===== src/rtl/weight_fifo_sequencer.sv =====
// Weight FIFO sequencer: drives per-column FIFO enables that shift a weight tile into the
// MMU, either all columns together (parallel) or diagonally staggered (MSB column first).
// Handshake is start/busy/done. An upstream stall freezes sequencing.
// Optional feature: define FIFO_CTRL_CYCLE_CNT_EN to add the load_cycles output. It reports
// the number of cycles from accepted start to the done pulse.
module weight_fifo_sequencer #(
   parameter int unsigned WIDTH = 16,
   localparam int unsigned ROW_W = $clog2(WIDTH + 1),
   localparam int unsigned CNT_W = $clog2(2 * WIDTH)
) (
   input  logic             clk,
   input  logic             reset,
   input  logic             start,
   input  logic             mode,
   input  logic [ROW_W-1:0] num_rows,
   input  logic             stall,
   output logic [WIDTH-1:0] fifo_en,
   output logic             weight_write,
   output logic             busy,
   output logic             done
`ifdef FIFO_CTRL_CYCLE_CNT_EN
   ,
   output logic [15:0]      load_cycles
`endif
);

   typedef enum logic [1:0] {StIdle, StPar, StStag, StDone} state_e;

   state_e             state_q, state_d;
   logic [WIDTH-1:0]   en_q, en_d;
   logic [CNT_W-1:0]   cnt_q, cnt_d;
   logic [ROW_W-1:0]   rows_q, rows_d;

   logic [ROW_W-1:0]   rows_eff;
   logic [CNT_W-1:0]   rows_ext;
   logic [CNT_W-1:0]   cnt_inc;
   logic [CNT_W-1:0]   par_last;
   logic [CNT_W-1:0]   stag_last;

   // Row count normalisation and last-cycle indices for both modes
   always_comb begin
      rows_eff = num_rows;
      if (num_rows == '0 || num_rows > ROW_W'(WIDTH)) begin
         rows_eff = ROW_W'(WIDTH);
      end
      rows_ext  = CNT_W'(rows_q);
      cnt_inc   = (cnt_q == '1) ? cnt_q : cnt_q + CNT_W'(1);
      par_last  = rows_ext - CNT_W'(1);
      stag_last = rows_ext + CNT_W'(WIDTH - 2);
   end

   // State, enable pattern, cycle index and latched row count
   always_ff @(posedge clk) begin
      if (!reset) begin
         state_q <= StIdle;
         en_q    <= '0;
         cnt_q   <= '0;
         rows_q  <= '0;
      end else begin
         state_q <= state_d;
         en_q    <= en_d;
         cnt_q   <= cnt_d;
         rows_q  <= rows_d;
      end
   end

   // Next-state: cnt_q is the index t of the pattern currently held in en_q
   always_comb begin
      state_d = state_q;
      en_d    = en_q;
      cnt_d   = cnt_q;
      rows_d  = rows_q;
      unique case (state_q)
         StIdle: begin
            if (start) begin
               rows_d = rows_eff;
               cnt_d  = '0;
               if (mode) begin
                  state_d = StStag;
                  en_d    = {1'b1, {(WIDTH - 1){1'b0}}};
               end else begin
                  state_d = StPar;
                  en_d    = '1;
               end
            end
         end
         StPar: begin
            if (!stall) begin
               if (cnt_q == par_last) begin
                  state_d = StDone;
                  en_d    = '0;
               end else begin
                  cnt_d = cnt_inc;
               end
            end
         end
         StStag: begin
            if (!stall) begin
               if (cnt_q == stag_last) begin
                  state_d = StDone;
                  en_d    = '0;
               end else begin
                  cnt_d = cnt_inc;
                  // A new column starts only while t+1 < N; older columns age out via the shift
                  en_d  = {(cnt_inc < rows_ext), en_q[WIDTH-1:1]};
               end
            end
         end
         StDone: begin
            state_d = StIdle;
            en_d    = '0;
         end
         default: begin
            state_d = StIdle;
            en_d    = '0;
         end
      endcase
   end

   // Outputs: the stall masks enables combinationally so no FIFO pops while upstream is not ready
   always_comb begin
      fifo_en      = stall ? '0 : en_q;
      weight_write = |fifo_en;
      busy         = (state_q != StIdle);
      done         = (state_q == StDone);
   end

`ifdef FIFO_CTRL_CYCLE_CNT_EN
   logic [15:0] cyc_q, cyc_d;
   logic [15:0] load_q, load_d;

   // Cycle count since accepted start; the done cycle itself is included
   always_comb begin
      cyc_d  = cyc_q;
      load_d = load_q;
      unique case (state_q)
         StIdle:        if (start) cyc_d = 16'd1;
         StPar, StStag: if (cyc_q != 16'hFFFF) cyc_d = cyc_q + 16'd1;
         StDone:        load_d = cyc_q;
         default:       cyc_d = cyc_q;
      endcase
   end

   // Cycle counter and reported load length
   always_ff @(posedge clk) begin
      if (!reset) begin
         cyc_q  <= '0;
         load_q <= '0;
      end else begin
         cyc_q  <= cyc_d;
         load_q <= load_d;
      end
   end

   assign load_cycles = load_q;
`endif

endmodule


===== config.mk =====
export PLATFORM = sky130hd
export DESIGN_NAME = weight_fifo_sequencer
export DESIGN_NICKNAME = d
export VERILOG_FILES = /design/src/rtl/weight_fifo_sequencer.sv
export SDC_FILE = /design/constraint.sdc
export NUM_CORES = 1
export LEC_CHECK = 0
export CAP_MARGIN = 40
export CORE_UTILIZATION = 53
export CTS_CLUSTER_DIAMETER = 40
export CTS_CLUSTER_SIZE = 8
export DETAILED_ROUTE_END_ITERATION = 6
export PLACE_DENSITY = 0.86
export SLEW_MARGIN = 20
export SYNTH_ARGS = -nofsm -noshare
export SYNTH_HDL_FRONTEND = slang
export SYNTH_SLANG_ARGS = --single-unit

===== constraint.sdc =====
create_clock -name clk -period 2.7 [get_ports clk]
set_input_delay 0.27 -clock clk [delete_from_list [all_inputs] [get_ports clk]]
set_output_delay 0.27 -clock clk [all_outputs]
set_load 0.05 [all_outputs]

Word-level counts from Yosys, hierarchy flattened
Cells that the tools add are included.
{ "totals": {"ff_bits": 28, "output_inout_bits": 19, "inputBits": 10, "word_cells": 55} }
{ "op_classes": {"muxes": 23, "addsub": 3, "eq_ne": 13, "order_cmp": 2, "reduce_logical": 10} }
{ "ops": {"columns": ["operator", "count"], "rows": [
  ["$mux 16", 6],
  ["$pmux 16 s4", 1],
  ["$mux 5", 7],
  ["$reduce_or 16->1", 1],
  ["$mux 15", 1],
  ["$pmux 5 s3", 1],
  ["$ne 2x2->1 const B", 7],
  ["$mux 2", 6],
  ["$eq 5x5->1", 2],
  ["$pmux 2 s4", 1],
  ["$reduce_and 6->1", 1],
  ["$add 5x1->5 const B", 1],
  ["$add 5x4->5 const B", 1],
  ["$eq 5x5->1 const B", 1],
  ["$gt 5x5->1 const B", 1],
  ["$logic_not 5->1", 1],
  ["$lt 5x5->1", 1],
  ["$reduce_and 5->1", 1],
  ["$sub 5x1->5 const B", 1],
  ["$eq 2x2->1 const B", 2],
  ["$reduce_and 4->1", 1],
  ["$reduce_bool 3->1", 1],
  ["$eq 2x1->1 const B", 1],
  ["$logic_not 2->1", 1],
  ["other kinds (3)", 3]
]} }

Longest topological paths before layout
Gate-level depths: netlist of the first run.
{ "depth": {"depth_word": 6, "ltp_mapped": 10, "ltp_nobuf": 10} }

Worst setup path before layout of the first run
No wires, ideal clock.
{ "synth_timing": {"path_kind": "reg2reg", "startpoint": "reg state_q[0]", "endpoint": "reg cnt_q[1]", "period_less_slack_ns": 2.058, "t_required_ns": 2.628, "n_path_buf": 0, "setup_ns": 0.072, "arrival_ns": 1.987, "setup_slack_ns": 0.642, "stages_incl_launch_ff": 8, "cell_sequence": "dfxtp_1 -> inv_1 -> ha_1 -> inv_1 -> o22ai_1 -> a211o_4 -> or3_1 -> a21oi_1"} }
{ "synth_between": {"elab_chain_len": 3, "word_cells_on_any_way": 11, "classes_between": "7 x eq/ne; 1 x mux; 3 x reduce/logical"} }
{ "synth_lines": {"columns": ["item", "line_no", "text"], "rows": [
  ["from (decl)", "29", "state_e state_q, state_d;"],
  ["from (signal assigned)", "55", "state_q <= StIdle;"],
  ["from (signal assigned)", "60", "state_q <= state_d;"],
  ["$eq 2x2->1 (tied with other cells)", "73", "unique case (state_q)"],
  ["$ne 2x2->1 (no source line) / $reduce_bool 3->1 (equally long branches)", null, null],
  ["$reduce_and 6->1 (no source line)", null, null],
  ["to (signal assigned)", "62", "cnt_q <= cnt_d;"],
  ["to (decl)", "31", "logic [CNT_W-1:0] cnt_q, cnt_d;"]
]} }
Parallel ways exist; a longest one is shown, timed or not.
A chain may end at the register's enable or synchronous reset.

Worst setup path in the final report of the first run
{ "layout_timing": {"startpoint": "in stall", "endpoint": "out fifo_en[14]"} }
{ "layout_between": {"elab_chain_len": 1} }
{ "layout_lines": {"columns": ["item", "line_no", "text"], "rows": [
  ["from (decl)", "16", "input logic stall,"],
  ["$mux 16", "122", "fifo_en = stall ? '0 : en_q;"],
  ["to (decl)", "17", "output logic [WIDTH-1:0] fifo_en,"]
]} }
Every way passes these cells.

==> results.yml, run 1 <==
run_status:
  status: "completed"
detailed_routing:
  drt-initial-drc-count: 111
  vias_per_cell: 5.63
  route.vias.total: 1667
  dr.pass1.iters: 4
  drt_wl_total_um: 3890
  drtAntennaViolNets: 0
  drc_errors: 0
  wire_per_inst_um: 13.1
final_layout:
  nets: 277
  n_antenna_cell: 0
  syn_to_final_growth_pct: 21.2
  fin_util_pct: 69.3
  drive_above_1_share_pct: 7.14
  fin_area_um2: 2190
  fillers: 279
setup_path:
  r2r_setup_slack_ns: 0.31
  cp-start-kind: "input port"
  slowest_delay_ns: 0.84
  cp_common_cell: "clkdlybuf4s50_1"
  path_class: "input port to output port"
  cp_slowest_cell: "clkdlybuf4s50_1"
  crit_fanout: 18
  cp.required_ns: 2.43
  endpoint_kind: "output port"
  rr_endpoint: "en_q[15]"
  path_buf_inv: 2
  path_delay_family: "buffers and inverters"
  r2r_cells: 9
  r2r-start: "cnt_q[1]"
  worstPathCellList: "clkdlybuf4s50_1, nor2b_1, clkdlybuf4s50_1"
  arrival_ns: 2.16
floorplan:
  num_io_pins: 29
  core-area_um2: 3150
  die_x_um: 60.3
  dieArea_um2: 3640
  start_util_pct: 57.2
  die_h_um: 60.3
  std_cell_rows: 20
global_routing:
  grt_remaining_overflow: 0
  track_usage_pct: 23.2
  grt_pass1_wl_um: 6440
  antenna_found_initial: 0
  grt_pass1_vias: 1465
  grt_max_degree: 29
sta:
  setup_viol: 0
  max_freq_mhz: 411
  finalHoldViolCount: 0
  max-slew-margin-rel_pct: 57.3
  period_needed_ns: 2.43
  rsz0062_at_grt: "no"
  tightest_slew_ns: 0.638
  skew_ns: 0.0114
  finalSetupTns_ns: 0
  finalCritPeriodShare_pct: 90.1
  slew_violations: 0
yosys:
  syn_inst: 225
  ys_seq_elements: 28
  ys.flop_type: "dfxtp_1"
  synth_cell_types: 44
  synth-edff-count: 0
  synth_fp_nets: 249
  async_flop_share_pct: 0
  seq_area_frac_synth_pct: 31.1
  syn_area_per_cell_um2: 8.02
  synth-warning-count: 0
  synth_area_um2: 1800
cts:
  cts_resized: 0
  postCtsSetupBuffers: 0
  htree_num_levels: 1
  cts_num_sinks: 28
  cts-buffers-inserted: 3
  clockRootBuffer: "clkbuf_4"
  clockBufferDepth: 2
  clk_pin_slew_ns: 0.16
  clk-insertion-delay-late_ns: 0.35
  hold_buffers: 0
  cts_tree: "yes"
power:
  power_density_nw_per_um2: 844
  finalPower_mw: 1.85
  max-vdd-ir-drop_mv: 0.543
  leakagePower_nw: 0.833
worst_hold_path:
  min_to: "state_q[0]"
  worstHoldPathCells: 2
  min_path_type: "flip-flop to flip-flop"
  hold_start: "state_q[0]"
place:
  dpl.hpwl_um: 2890
  io_buffers: 28
  placed_area_um2: 2130
  gp_congestion: 0.845
job:
  drv_cap: 0
[sequential cells by signal, indices dropped and copies added, names as in the netlist]
name,flops
cnt_q,5
rows_ext,5
en_q,16
state_q,2
[routing by layer]
metal	vias up	share of wire, %	global-route usage [%]
li1	870	-	-
met1	754	48	29.7
met2	39	47	38.8
met3	4	4.2	5.33
met4	0	0.75	7.31
met5	-	0	0
[worst register-to-register path, stage by stage, from the launching register on]
cell and delay (ns):
dfxtp_1 0.50, ha_1 0.29, nand4_1 0.23, mux2_2 0.36, ha_1 0.27, nand2_1 0.07, a21oi_1 0.04, a211oi_1 0.30
o21ai_0 0.13, a31oi_1 0.17
[logic make-up after synthesis]
logic type	count (synthesis)	share of synthesized area (%)
multiplexers	3	1.73
adder cells (fa/ha/maj)	14	9.71
AO/OA/AOI/OAI	85	27.0
flip-flops	28	31.1
AND/OR/NAND/NOR	61	19.8
XOR/XNOR	11	5.76
buffers and inverters	23	4.92
[stage by stage]
step | setup slack, ns | std cells | hold slack [ns]
after floorplan | 0.642 | 225 | 0.385
after global placement | 0.349 | 290 | 0.487
after detailed placement | 0.267 | 291 | 0.504
after CTS | 0.263 | 295 | 0.522
after global routing | 0.112 | 296 | 0.556
final | 0.267 | 296 | 0.517
[report_power, final]
| part | switching (mW) | internal (mW) | leakage [nW] |
|---|---|---|---|
| logic | 0.593 | 0.366 | 0.574 |
| clock network | 0.133 | 0.150 | 0.0279 |
| registers | 0.0855 | 0.518 | 0.231 |
| total | 0.812 | 1.03 | 0.833 |
[cell usage in the layout (no fill, tap or decap), types with 3 or more instances in the layout]
| master | Yosys | final |
|---|---|---|
| a21oi_1 | 41 | 40 |
| dfxtp_1 | 28 | 28 |
| o21ai_0 | 26 | 26 |
| clkdlybuf4s50_1 | 0 | 25 |
| nor2b_1 | 18 | 18 |
| ha_1 | 14 | 14 |
| inv_1 | 12 | 12 |
| nand2_1 | 9 | 9 |
| buf_4 | 0 | 8 |
| nor2_1 | 7 | 7 |
| xnor2_1 | 7 | 7 |
| nor4_1 | 4 | 4 |
| or3_1 | 4 | 4 |
| nor3b_1 | 4 | 4 |
| a21boi_0 | 3 | 3 |
| nor3_1 | 3 | 3 |
| xor2_1 | 3 | 3 |
| clkbuf_4 | 0 | 3 |
[synthesized netlist by cell type (all sizes together), types with 7 or more instances]
master	n	area, um2
a21oi	41	205
ha	14	175
nor2	7	26.3
nor2b	18	113
dfxtp	28	561
clkbuf	8	30.0
o21ai	26	130
xnor2	7	61.3
nand2	9	33.8
inv	12	45.0
[worst max path at each step]
stage                           start           to  slack, ns  depth (start not counted)
after floorplan            state_q[0]     cnt_q[1]       0.64                          7
after global placement          stall  fifo_en[14]       0.35                          3
after detailed placement        stall  fifo_en[14]       0.27                          3
after CTS                       stall  fifo_en[14]       0.26                          3
after global routing      rows_ext[1]      en_q[8]       0.11                          9
final                           stall  fifo_en[14]       0.27                          3
[cell type report]
class | instances | area (um2) | area share, %
multi-input combinational | 174 | 1160 | 53.0
sequential | 28 | 561 | 25.6
timing repair buffer | 33 | 310 | 14.2
tap | 44 | 55.1 | 2.52
inverter | 13 | 48.8 | 2.23
clock inverter | 1 | 30.0 | 1.37
clock buffer | 3 | 22.5 | 1.03
Power figures use the tool's default switching activity.
==> run 2, diff against run 1 <==
CAP_MARGIN = 30   (was 40)
SLEW_MARGIN = 30   (was 20)
==> results.yml, run 2 (synthesis results as in run 1) <==
setup_path:
  rr_endpoint: "en_q[9]"
  r2r-start: "rows_ext[2]"
  endpoint_kind: "output port"
  r2r_cells: 8
  r2r_setup_slack_ns: 0.31
  cp_common_cell: "clkdlybuf4s50_1"
  crit_fanout: 18
  cp-start-kind: "input port"
  worstPathCellList: "clkdlybuf4s50_1, nor2b_1, clkdlybuf4s50_1"
  cp_slowest_cell: "clkdlybuf4s50_1"
  path_class: "input port to output port"
  cp.required_ns: 2.43
  arrival_ns: 2.17
  slowest_delay_ns: 0.84
detailed_routing:
  drc_errors: 0
  dr.pass1.iters: 4
  drtAntennaViolNets: 0
  vias_per_cell: 5.65
  route.vias.total: 1662
  drt_wl_total_um: 3790
  wire_per_inst_um: 12.9
  drt-initial-drc-count: 103
cts:
  cts_resized: 0
  htree_num_levels: 1
  clk_pin_slew_ns: 0.15
  cts_num_sinks: 28
  cts-buffers-inserted: 3
  clk-insertion-delay-late_ns: 0.33
  clockRootBuffer: "clkbuf_4"
  postCtsSetupBuffers: 0
  hold_buffers: 0
  cts_tree: "yes"
  clockBufferDepth: 2
sta:
  setup_viol: 0
  max_freq_mhz: 410
  tightest_slew_ns: 0.845
  max-slew-margin-rel_pct: 43.3
  worst_slack_ns: 0.260
  finalHoldViolCount: 0
  finalSetupTns_ns: 0
  whs_ns: 0.518
  finalCritPeriodShare_pct: 90.4
  slew_violations: 0
  rsz0062_at_grt: "no"
  period_needed_ns: 2.44
  skew_ns: 0.00213
final_layout:
  largest_register: "en_q"
  syn_to_final_growth_pct: 19.6
  largest_reg_flops: 16
  layout_common_cells: "a21oi_1, dfxtp_1, o21ai_0, clkdlybuf4s50_1, nor2b_1"
  drive_above_1_share_pct: 6.80
  stdcell_count: 294
  n_antenna_cell: 0
  fin_area_um2: 2160
  layout_commonest_cell: "a21oi_1"
  fin_util_pct: 68.4
  nets: 275
global_routing:
  antenna_found_initial: 0
  track_usage_pct: 22.1
  grt_remaining_overflow: 0
  grt_pass1_vias: 1454
  grt_pass1_wl_um: 6240
  grt_max_degree: 29
place:
  place_ws_ns: 0.278
  dp_cells: 290
  gp_congestion: 0.845
  placed_area_um2: 2120
  dpl.hpwl_um: 2860
  io_buffers: 28
power:
  leakagePower_nw: 0.817
  max-vdd-ir-drop_mv: 0.447
  power_density_nw_per_um2: 819
  finalPower_mw: 1.77
floorplan:
  start_util_pct: 57.2
  dieArea_um2: 3640
  die_x_um: 60.3
  die_h_um: 60.3
  std_cell_rows: 20
  core-area_um2: 3150
  num_io_pins: 29
job:
  drv_cap: 0
worst_hold_path:
  hold_start: "state_q[0]"
  min_path_type: "flip-flop to flip-flop"
  min_to: "state_q[0]"
  worstHoldPathCells: 2
run_status:
  status: "completed"
run 2: cell count changes in the layout (fill, tap and decap cells not counted):
cell / previous run / this run
nor2b_2: 0 / 1
nor2b_1: 18 / 17
bufinv_16: 1 / 0
clkbuf_8: 0 / 1
buf_4: 8 / 6
run 2: critical path: cells and delay by family:
family        cells  cell delay, ns
buf+inv           2            1.58
simple gates      1            0.31
run 2: metal layers:
layer | up-vias | global-route usage (%) | wire (um)
met1 | 762 | 28.7 | 1860
met5 | - | 0 | 0
met4 | 0 | 4.65 | 22
li1 | 861 | - | -
met2 | 37 | 37.8 | 1770
met3 | 2 | 4.69 | 146
run 2: how the worst max path moves through the flow:
| stage | to | slack [ns] | startpoint |
|---|---|---|---|
| final | fifo_en[0] | 0.26 | stall |
| after global routing | en_q[8] | 0.07 | rows_ext[2] |
| after CTS | fifo_en[14] | 0.27 | stall |
| after detailed placement | fifo_en[14] | 0.28 | stall |
| after global placement | fifo_en[14] | 0.35 | stall |
| after floorplan | cnt_q[1] | 0.64 | state_q[0] |
run 2: cell type report:
cell class	count	area, um2
Multi-Input combinational cell	174	1160
Fill cell	280	996
Sequential cell	28	561
Timing Repair Buffer	31	295
Tap cell	44	55.1
Inverter	13	48.8
Clock buffer	4	36.3
run 2: where the power goes:
| part | switching, mW | internal (mW) | leakage [nW] |
|---|---|---|---|
| Sequential | 0.0865 | 0.518 | 0.231 |
| Combinational | 0.591 | 0.361 | 0.565 |
| Clock | 0.127 | 0.0826 | 0.0210 |
| Total | 0.805 | 0.961 | 0.817 |
